==> src/rtl/dadda_dot8_pkg.sv <==
// Shared constants and state encoding for the dadda_dot8 dot-product engine.
package dadda_dot8_pkg;

    localparam int DEF_ACC_W   = 20;
    localparam int DEF_MAX_LEN = 16;

    // A len field of zero selects the full 16-pair dot product.
    localparam int LEN_ZERO_VAL = 16;

    typedef enum logic [1:0] {
        S_IDLE = 2'd0,
        S_ACC  = 2'd1,
        S_DONE = 2'd2
    } state_t;

endpackage

==> src/rtl/dadda8.sv <==
// Combinational 8x8 unsigned Dadda multiplier: partial-product columns are
// reduced through the Dadda height sequence 6,4,3,2 and finished by one adder.
module dadda8 (
    input  logic [7:0]  a,
    input  logic [7:0]  b,
    output logic [15:0] p
);

    logic [15:0] col [16];
    logic [15:0] nxt [16];
    int          ht  [16];
    int          nht [16];
    int          idx;
    int          lim;
    int          cn;
    logic        x0, x1, x2;
    logic [15:0] row0, row1;

    function automatic logic bit_at(input logic [15:0] v, input int i);
        logic [15:0] t;
        t = v >> i;
        return t[0];
    endfunction

    function automatic logic [15:0] put(input logic [15:0] v, input int i, input logic bv);
        return v | (16'(bv) << i);
    endfunction

    // Column-wise reduction; each column is a bag of equal-weight bits.
    always_comb begin
        for (int c = 0; c < 16; c++) begin
            col[c] = '0;
            nxt[c] = '0;
            ht[c]  = 0;
            nht[c] = 0;
        end
        idx  = 0;
        lim  = 0;
        cn   = 0;
        x0   = 1'b0;
        x1   = 1'b0;
        x2   = 1'b0;
        row0 = '0;
        row1 = '0;

        for (int i = 0; i < 8; i++) begin
            for (int j = 0; j < 8; j++) begin
                col[i+j] = put(col[i+j], ht[i+j], a[i] & b[j]);
                ht[i+j]  = ht[i+j] + 1;
            end
        end

        for (int s = 0; s < 4; s++) begin
            lim = (s == 0) ? 6 : (s == 1) ? 4 : (s == 2) ? 3 : 2;
            for (int c = 0; c < 16; c++) begin
                nxt[c] = '0;
                nht[c] = 0;
            end
            // Walk LSB to MSB so carries from column c-1 count toward column c.
            for (int c = 0; c < 16; c++) begin
                idx = 0;
                cn  = (c < 15) ? c + 1 : 15;
                for (int k = 0; k < 6; k++) begin
                    if ((ht[c] - idx + nht[c] > lim) && (ht[c] - idx >= 2)) begin
                        x0 = bit_at(col[c], idx);
                        x1 = bit_at(col[c], idx + 1);
                        x2 = bit_at(col[c], idx + 2);
                        if ((ht[c] - idx + nht[c] == lim + 1) || (ht[c] - idx < 3)) begin
                            nxt[c] = put(nxt[c], nht[c], x0 ^ x1);
                            nht[c] = nht[c] + 1;
                            if (c < 15) begin
                                nxt[cn] = put(nxt[cn], nht[cn], x0 & x1);
                                nht[cn] = nht[cn] + 1;
                            end
                            idx = idx + 2;
                        end else begin
                            nxt[c] = put(nxt[c], nht[c], x0 ^ x1 ^ x2);
                            nht[c] = nht[c] + 1;
                            if (c < 15) begin
                                nxt[cn] = put(nxt[cn], nht[cn], (x0 & x1) | (x0 & x2) | (x1 & x2));
                                nht[cn] = nht[cn] + 1;
                            end
                            idx = idx + 3;
                        end
                    end
                end
                for (int k = 0; k < 16; k++) begin
                    if (k >= idx && k < ht[c]) begin
                        nxt[c] = put(nxt[c], nht[c], bit_at(col[c], k));
                        nht[c] = nht[c] + 1;
                    end
                end
            end
            for (int c = 0; c < 16; c++) begin
                col[c] = nxt[c];
                ht[c]  = nht[c];
            end
        end

        for (int c = 0; c < 16; c++) begin
            row0[c] = bit_at(col[c], 0);
            row1[c] = bit_at(col[c], 1);
        end
    end

    assign p = row0 + row1;

endmodule

==> src/rtl/dadda_dot8.sv <==
// Streaming unsigned dot product of up to MAX_LEN 8-bit pairs. Each accepted
// pair is multiplied, registered, then added into the accumulator one edge later.
module dadda_dot8
    import dadda_dot8_pkg::*;
#(
    parameter int ACC_W   = DEF_ACC_W,
    parameter int MAX_LEN = DEF_MAX_LEN
) (
    input  logic             clk,
    input  logic             rst,
    input  logic             start,
    input  logic [3:0]       len,
    input  logic             in_valid,
    output logic             in_ready,
    input  logic [7:0]       in_x,
    input  logic [7:0]       in_y,
    output logic             out_valid,
    input  logic             out_ready,
    output logic [ACC_W-1:0] out_sum,
    output logic             busy
);

    localparam int CNT_W = $clog2(MAX_LEN + 1);

    state_t             state, state_nxt;
    logic [CNT_W-1:0]   cnt;
    logic [CNT_W-1:0]   len_q;
    logic [CNT_W-1:0]   len_dec;
    logic [15:0]        mul;
    logic [15:0]        prod;
    logic               prod_vld;
    logic [ACC_W-1:0]   acc;
    logic               accept;
    logic               last_acc;

    dadda8 u_mul (
        .a (in_x),
        .b (in_y),
        .p (mul)
    );

    assign len_dec   = (len == 4'd0) ? CNT_W'(LEN_ZERO_VAL) : CNT_W'(len);
    assign in_ready  = (state == S_ACC) && (cnt < len_q);
    assign accept    = in_valid && in_ready;
    // Products arrive in order, so the one landing while cnt==len_q is the last.
    assign last_acc  = (state == S_ACC) && prod_vld && (cnt == len_q);
    assign out_valid = (state == S_DONE);
    assign busy      = (state != S_IDLE);
    assign out_sum   = acc;

    // State register.
    always_ff @(posedge clk) begin
        if (rst) state <= S_IDLE;
        else     state <= state_nxt;
    end

    // Next-state decode; start outside IDLE is deliberately ignored.
    always_comb begin
        state_nxt = state;
        case (state)
            S_IDLE:  if (start)     state_nxt = S_ACC;
            S_ACC:   if (last_acc)  state_nxt = S_DONE;
            S_DONE:  if (out_ready) state_nxt = S_IDLE;
            default:                state_nxt = S_IDLE;
        endcase
    end

    // Datapath: pair counter, product pipeline register and accumulator.
    always_ff @(posedge clk) begin
        if (rst) begin
            cnt      <= '0;
            len_q    <= '0;
            prod     <= '0;
            prod_vld <= 1'b0;
            acc      <= '0;
        end else if (state == S_IDLE && start) begin
            cnt      <= '0;
            len_q    <= len_dec;
            prod_vld <= 1'b0;
            acc      <= '0;
        end else begin
            prod_vld <= accept;
            if (accept) begin
                prod <= mul;
                cnt  <= cnt + 1'b1;
            end
            if (prod_vld) acc <= acc + ACC_W'(prod);
        end
    end

endmodule

==> config.mk <==
export PLATFORM = sky130hd
export DESIGN_NAME = dadda_dot8
export DESIGN_NICKNAME = d
export VERILOG_FILES = /design/src/rtl/dadda_dot8_pkg.sv /design/src/rtl/dadda8.sv /design/src/rtl/dadda_dot8.sv
export SDC_FILE = /design/constraint.sdc
export NUM_CORES = 1
export LEC_CHECK = 0
export BUFFER_PORTS_ARGS = -buffer_cell sky130_fd_sc_hd__buf_2
export CAP_MARGIN = 5
export CORE_MARGIN = 4
export CORE_UTILIZATION = 50
export CTS_BUF_LIST = sky130_fd_sc_hd__clkbuf_8
export DETAILED_ROUTE_END_ITERATION = 8
export GPL_TIMING_DRIVEN = 0
export PLACE_DENSITY = 0.72
export SYNTH_ARGS = -nofsm -noshare
export SYNTH_HDL_FRONTEND = slang
export SYNTH_SLANG_ARGS = --single-unit
export TNS_END_PERCENT = 10
==> constraint.sdc <==
create_clock -name clk -period 4.8 [get_ports clk]
set_clock_uncertainty 0.15 [all_clocks]
set_input_delay 0.48 -clock clk [delete_from_list [all_inputs] [get_ports clk]]
set_output_delay 0.48 -clock clk [all_outputs]
set_load 0.01 [all_outputs]
# Word-level counts from Yosys, hierarchy flattened
# Index checks and enable logic that the tools add are counted.
# op_classes
n_addsub	3
bitwise	492
n_lt_le_gt_ge	1
n_eq_ne	6
n_mux	5
reduce_logical	11
# ops
cell	n
1-bit bitwise AND	176
1-bit by 2-bit OR with 2-bit output	66
1-bit XOR	77
1-bit OR	70
4-bit OR	12
6-bit by 3-bit OR with 6-bit output	8
6-bit by 4-bit OR with 6-bit output	8
6-bit by 5-bit OR with 6-bit output	8
6-bit OR	8
2-bit by 3-bit OR with 3-bit output	14
3-bit OR	11
4-bit by 3-bit OR with 4-bit output	6
20-bit by 16-bit adder with 20-bit output	1
15-bit by 15-bit adder with 16-bit output	1
5-bit by 3-bit OR with 5-bit output	3
5-bit by 4-bit OR with 5-bit output	3
5-bit OR	3
7-bit by 3-bit OR with 7-bit output	2
7-bit by 4-bit OR with 7-bit output	2
7-bit by 5-bit OR with 7-bit output	2
7-bit by 6-bit OR with 7-bit output	2
7-bit OR	2
3-bit by 4-bit OR with 4-bit output	2
8-bit by 3-bit OR with 8-bit output	1
other kinds (23)	30
# word_totals
in_bits	25
regBits	49
out_inout_bits	23

# Logic depth before layout (Yosys ltp)
# logic_depth
ltp_word	32
mapped_depth	17

# Hierarchy
# From an unflattened synthesis, not the netlist that was laid out.
# unflattened
hier_cells	543
hier_area_um2	4650.7
# modules_own_cells
module	n_inst	cells_per_inst	area_each_um2
dadda_dot8	1	309	2716.4
dadda8	1	234	1934.4

# Worst setup path after synthesis
# Ideal clock, no wire load.
# synth_path
path_type	input port to flip-flop
start	input port in_y[7]
end	register prod[14]
slack_ns	0.163
t_arrival_ns	4.425
t_required_ns	4.588
setup_ns	0.062
stages	16
n_path_buf	0
path_cell_list	and2_1 fa_1 inv_1 fa_1 inv_1 fa_1 inv_1 fa_1 inv_1 ha_1 nand2_1 a211o_1 and3_4 o311a_1 or4_1 nand3_1
# synth_between
elab_chain_cells	32
elab_cells_between_ends	242
classes_between	1 x add/sub; 241 x bitwise
# synth_lines
item	line_no	text
start, declared	dadda_dot8.sv:16	input logic [7:0] in_y,
1-bit bitwise AND	dadda8.sv:48	col[i+j] = put(col[i+j], ht[i+j], a[i] & b[j]);
1-bit by 2-bit OR with 2-bit output	dadda8.sv:26	return v | (16'(bv) << i);
8-bit by 3-bit OR with 8-bit output	dadda8.sv:26	
8-bit by 4-bit OR with 8-bit output	dadda8.sv:26	
8-bit by 5-bit OR with 8-bit output	dadda8.sv:26	
8-bit by 6-bit OR with 8-bit output	dadda8.sv:26	
8-bit by 7-bit OR with 8-bit output	dadda8.sv:26	
8-bit OR	dadda8.sv:26	
(+14 left out)	-	
1-bit bitwise AND, on equally long branches	-	
1-bit OR (2 in a row)	dadda8.sv:80	nxt[cn] = put(nxt[cn], nht[cn], (x0 & x1) | (x0 & x2) | (x1 & x2));
1-bit by 2-bit OR with 2-bit output	dadda8.sv:26	
3-bit OR	dadda8.sv:26	
1-bit bitwise AND	dadda8.sv:80	
1-bit OR (2 in a row)	dadda8.sv:80	
1-bit by 2-bit OR with 2-bit output	dadda8.sv:26	
15-bit by 15-bit adder with 16-bit output (*)	dadda8.sv:106	assign p = row0 + row1;
end signal, assigned	dadda_dot8.sv:84	prod <= mul;
end, declared	dadda_dot8.sv:30	logic [15:0] prod;
# Mark *: on every way between the ends. The rest lies on a longest branch, timed or not.
# A chain may end at the register's enable or synchronous reset.

# Worst setup path after layout
# Ends and elaborated chain as after synthesis.

==> metrics.log <==
INFO  metric port-buffer-count = 46
INFO  metric worstPathMaxFanout = 8
INFO  metric ys_seq_area_frac = 0.2067
INFO  metric antenna_found_initial = 0
INFO  metric grt_start_max_net_pins = 15
INFO  metric syn_to_final_growth = 10.68%
INFO  metric cts-buffers-inserted = 5
INFO  metric drive_above_1_share = 0.09969
INFO  metric rrSetupSlack = about 2.2 ns
INFO  metric synth_enable_flop_cells = 0
INFO  metric initial_core_util = 0.5136
INFO  metric die_height = 105.4 um
INFO  metric final_max_slew_viol_count = 0
INFO  metric yosys.cell_types.count = 60
INFO  metric synth_compound_gate_area_share = 0.1716
INFO  metric drt_pass_1_iters = 4
INFO  metric grt_overflow = 0
INFO  metric critPathRequiredTime = roughly 4.9 ns
INFO  metric design.final.nets = approximately 750
INFO  metric finalHoldViolCount = 0
INFO  metric synth.largest_area_cell = sky130_fd_sc_hd__dfxtp_1
INFO  metric place_congestion = a little under 0.9
INFO  metric holdCritStartpoint = len[1]
INFO  metric drt_first_iter_violations = slightly above 200
INFO  metric whs_path_depth = 3
INFO  metric r2r_end = out_sum[12]
INFO  metric power.ir.vdd_worst = between 0.0001 and 0.00015 V
INFO  metric grt_pass1_vias = 3983
INFO  metric synth.area.top_cells = sky130_fd_sc_hd__dfxtp_1 21%, sky130_fd_sc_hd__fa_1 16%, sky130_fd_sc_hd__ha_1 11%
INFO  metric timing.reg2reg.worst_path_depth = 9
INFO  metric core-area = roughly 0.0092 mm^2
INFO  metric fmax = roughly 220 MHz
INFO  metric criticalPathCategory = in2reg
INFO  metric grt.total_usage = 0.1960
INFO  metric synth_area_per_cell = roughly 8.1 um^2
INFO  metric die-width = around 110 um
INFO  metric row_cnt = 35
INFO  metric worst_case_clock_buffer_depth = 2
INFO  metric final_min_period_over_clock_period = 0.9578
INFO  metric max_cap_violations = 0
INFO  metric post_drt_wl_per_cell = approximately 14 um
INFO  metric xor_and_xnor_fraction_of_the_mapped_netlist_area = 0.02953
INFO  metric yosys.area.top_type_share = 0.2067
INFO  metric min_setup_slack_post_route = between 0.2 and 0.25 ns
INFO  metric synthSimpleGateAreaFrac = 0.2368
INFO  metric drt_wl_total = about 11000 um
INFO  metric end_kind = flop
INFO  metric postSynthRegisterBits = approximately 50
INFO  metric grt_first_pass_wirelength = 18380 um
INFO  metric post_synth_instance_area = around 0.0047 mm^2
INFO  metric detail_route.drc_violations = 0
INFO  metric cts_sinks = 49
INFO  metric layout_min_cycle_time = between 4 and 5 ns
INFO  metric timing.final.setup_violations = 0
INFO  metric ctsRootBufferMaster = sky130_fd_sc_hd__clkbuf_8
INFO  metric outcome = complete, no violations
INFO  metric postSynth.asyncResetShare = 0
INFO  metric total_leakage_power = roughly 2.4 nW
INFO  metric dieArea = between 0.01 and 0.015 mm^2
INFO  metric place.detailed.hpwl = 8766 um
INFO  metric detailedPlace.worstSlack = -0.1926 ns
INFO  metric synthesis.yosys.warnings = 0
INFO  metric num_vias = around 4200
INFO  metric post-cts-setup-buffers = 0
INFO  metric power.density_cell_area = 271.4 mW/mm^2
INFO  metric postSynthNetCount = slightly below 700
INFO  metric avgViaCountPerCell = about 5.4
INFO  metric synthFlopType = sky130_fd_sc_hd__dfxtp_1
INFO  metric postRouteAntennaNets = 0
INFO  metric worstReg2RegStart = out_sum[0]
INFO  metric hold-path-endpoint = len_q[1]
INFO  metric insertion_delay = 0.30 ns
INFO  metric post_synth_fa_ha_maj_area_fraction = 0.2694
INFO  metric clk_transition_reported_paths = ~0.090 ns
INFO  metric h-tree-depth = 2
INFO  metric design_power_total = 1.426 mW
INFO  metric tritoncts = built
INFO  metric timing_worst_slew_pin_value = approximately 0.6 ns
INFO  metric diodes = 0
INFO  metric post_synth_mux_area_share = 0.01898
INFO  metric arrival = 4.69 ns
INFO  metric io_pins = 48
INFO  metric syn-instance-count = around 590
INFO  metric timing.slew.headroom = 0.5941
INFO  metric worstHoldPathType = in2reg
INFO  metric timing.critical_path.from_type = primary input
INFO  metric synth_top_family_by_area = adder cells
INFO  metric grt_setup_unrepaired = false
[area by class of cell]
| class | instances | area, um^2 |
|---|---|---|
| fillers | 830 | 3988 |
| repair buffers | 46 | 230.2 |
| clock buffers | 7 | 96.34 |
| flip-flops and latches | 49 | 980.9 |
| multi-input cells | 455 | 3461 |
| inverters | 66 | 247.7 |
| well taps | 129 | 161.4 |
| clock inverters | 1 | 5.005 |
| plain buffers | 18 | 70.07 |
[logic make-up after synthesis]
family	after synthesis
flops	49
fa+ha+maj	80
buf+inv	84
xor+xnor	16
mux	9
simple gates	224
compound gates	126
[through the flow]
stage	hold WS (ns)	util	cells	instance area, um^2	TNS, ns
after CTS	0.2724	0.5670	771	5239	0
after global routing	0.2990	0.5685	771	5253	0
after floorplan	0.2856	-	588	4746	0
after detailed placement	0.3035	0.5560	763	5137	-0.2032
final	0.2800	0.5685	771	5253	0
after global placement	0.2987	0.5560	763	5137	-0.1821
[cells in the final DEF, fill, tap and decap left out, drive strengths merged, types with 11 or more instances in the layout]
cell    instances
and2           38
nor2           34
ha             43
dfxtp          49
clkbuf         22
o21ai          23
a21oi          44
fa             37
buf            49
inv            65
nand2          73
a21o           11
nand4          12
nand3          20
[layer usage]
layer  vias up  wire length (um)  GRT usage
met5         -                 0          0
met4         0               137    0.04686
met3        13               328    0.02021
met2        78              5155     0.3488
met1      1956              5030     0.2545
li1       2137                 -          -
[state kept, by name, indices dropped and copies added, names as in the netlist]
register	cells
out_sum	20
prod	16
cnt	5
len_q	5
state	2
prod_vld	1
[Yosys cell counts (6+ instances only)]
cell                        n
sky130_fd_sc_hd__a211oi_1   7
sky130_fd_sc_hd__a21o_1    10
sky130_fd_sc_hd__a21oi_1   42
sky130_fd_sc_hd__and2_1    38
sky130_fd_sc_hd__and3_1     6
sky130_fd_sc_hd__clkbuf_1  15
sky130_fd_sc_hd__dfxtp_1   49
sky130_fd_sc_hd__fa_1      37
sky130_fd_sc_hd__ha_1      43
sky130_fd_sc_hd__inv_1     65
sky130_fd_sc_hd__mux2i_1    9
sky130_fd_sc_hd__nand2_1   73
sky130_fd_sc_hd__nand3_1   20
sky130_fd_sc_hd__nand4_1   12
sky130_fd_sc_hd__nor2_1    34
sky130_fd_sc_hd__nor3_1     9
sky130_fd_sc_hd__o21ai_0   19
sky130_fd_sc_hd__xnor2_1    9
sky130_fd_sc_hd__xor2_1     7
[worst max-delay path, stage by stage]
cell	delay (ns)
sky130_fd_sc_hd__buf_2	0.14
sky130_fd_sc_hd__and2_1	0.18
sky130_fd_sc_hd__fa_1	0.53
sky130_fd_sc_hd__inv_1	0.05
sky130_fd_sc_hd__fa_1	0.49
sky130_fd_sc_hd__inv_1	0.05
sky130_fd_sc_hd__fa_1	0.47
sky130_fd_sc_hd__inv_1	0.05
sky130_fd_sc_hd__fa_1	0.49
sky130_fd_sc_hd__inv_1	0.07
sky130_fd_sc_hd__ha_4	0.30
sky130_fd_sc_hd__nand2_1	0.07
sky130_fd_sc_hd__a211o_1	0.30
sky130_fd_sc_hd__and3_4	0.19
sky130_fd_sc_hd__o311a_1	0.35
sky130_fd_sc_hd__or4_1	0.40
sky130_fd_sc_hd__nand3_1	0.08
[repair_timing]
item / in CTS / in global routing
endpoints found under the setup margin: 0 / 2
gates resized for setup: 0 / 3
hold buffers: 0 / 0
[worst max path at each step]
stage	start	end	slack, ns	cells past startpoint
after global routing	in_x[1]	prod[12]	0.04	13
final	in_y[7]	prod[14]	0.20	17
after floorplan	in_y[7]	prod[14]	0.16	16
after CTS	in_y[7]	prod[14]	0.13	17
after global placement	in_y[7]	prod[14]	-0.17	17
after detailed placement	in_y[7]	prod[14]	-0.19	17
[report_power, final]
group	internal, mW	switching, mW
registers	0.426	0.0178
clock network	0.131	0.136
logic	0.300	0.416
(Power assumes the default switching activity.)
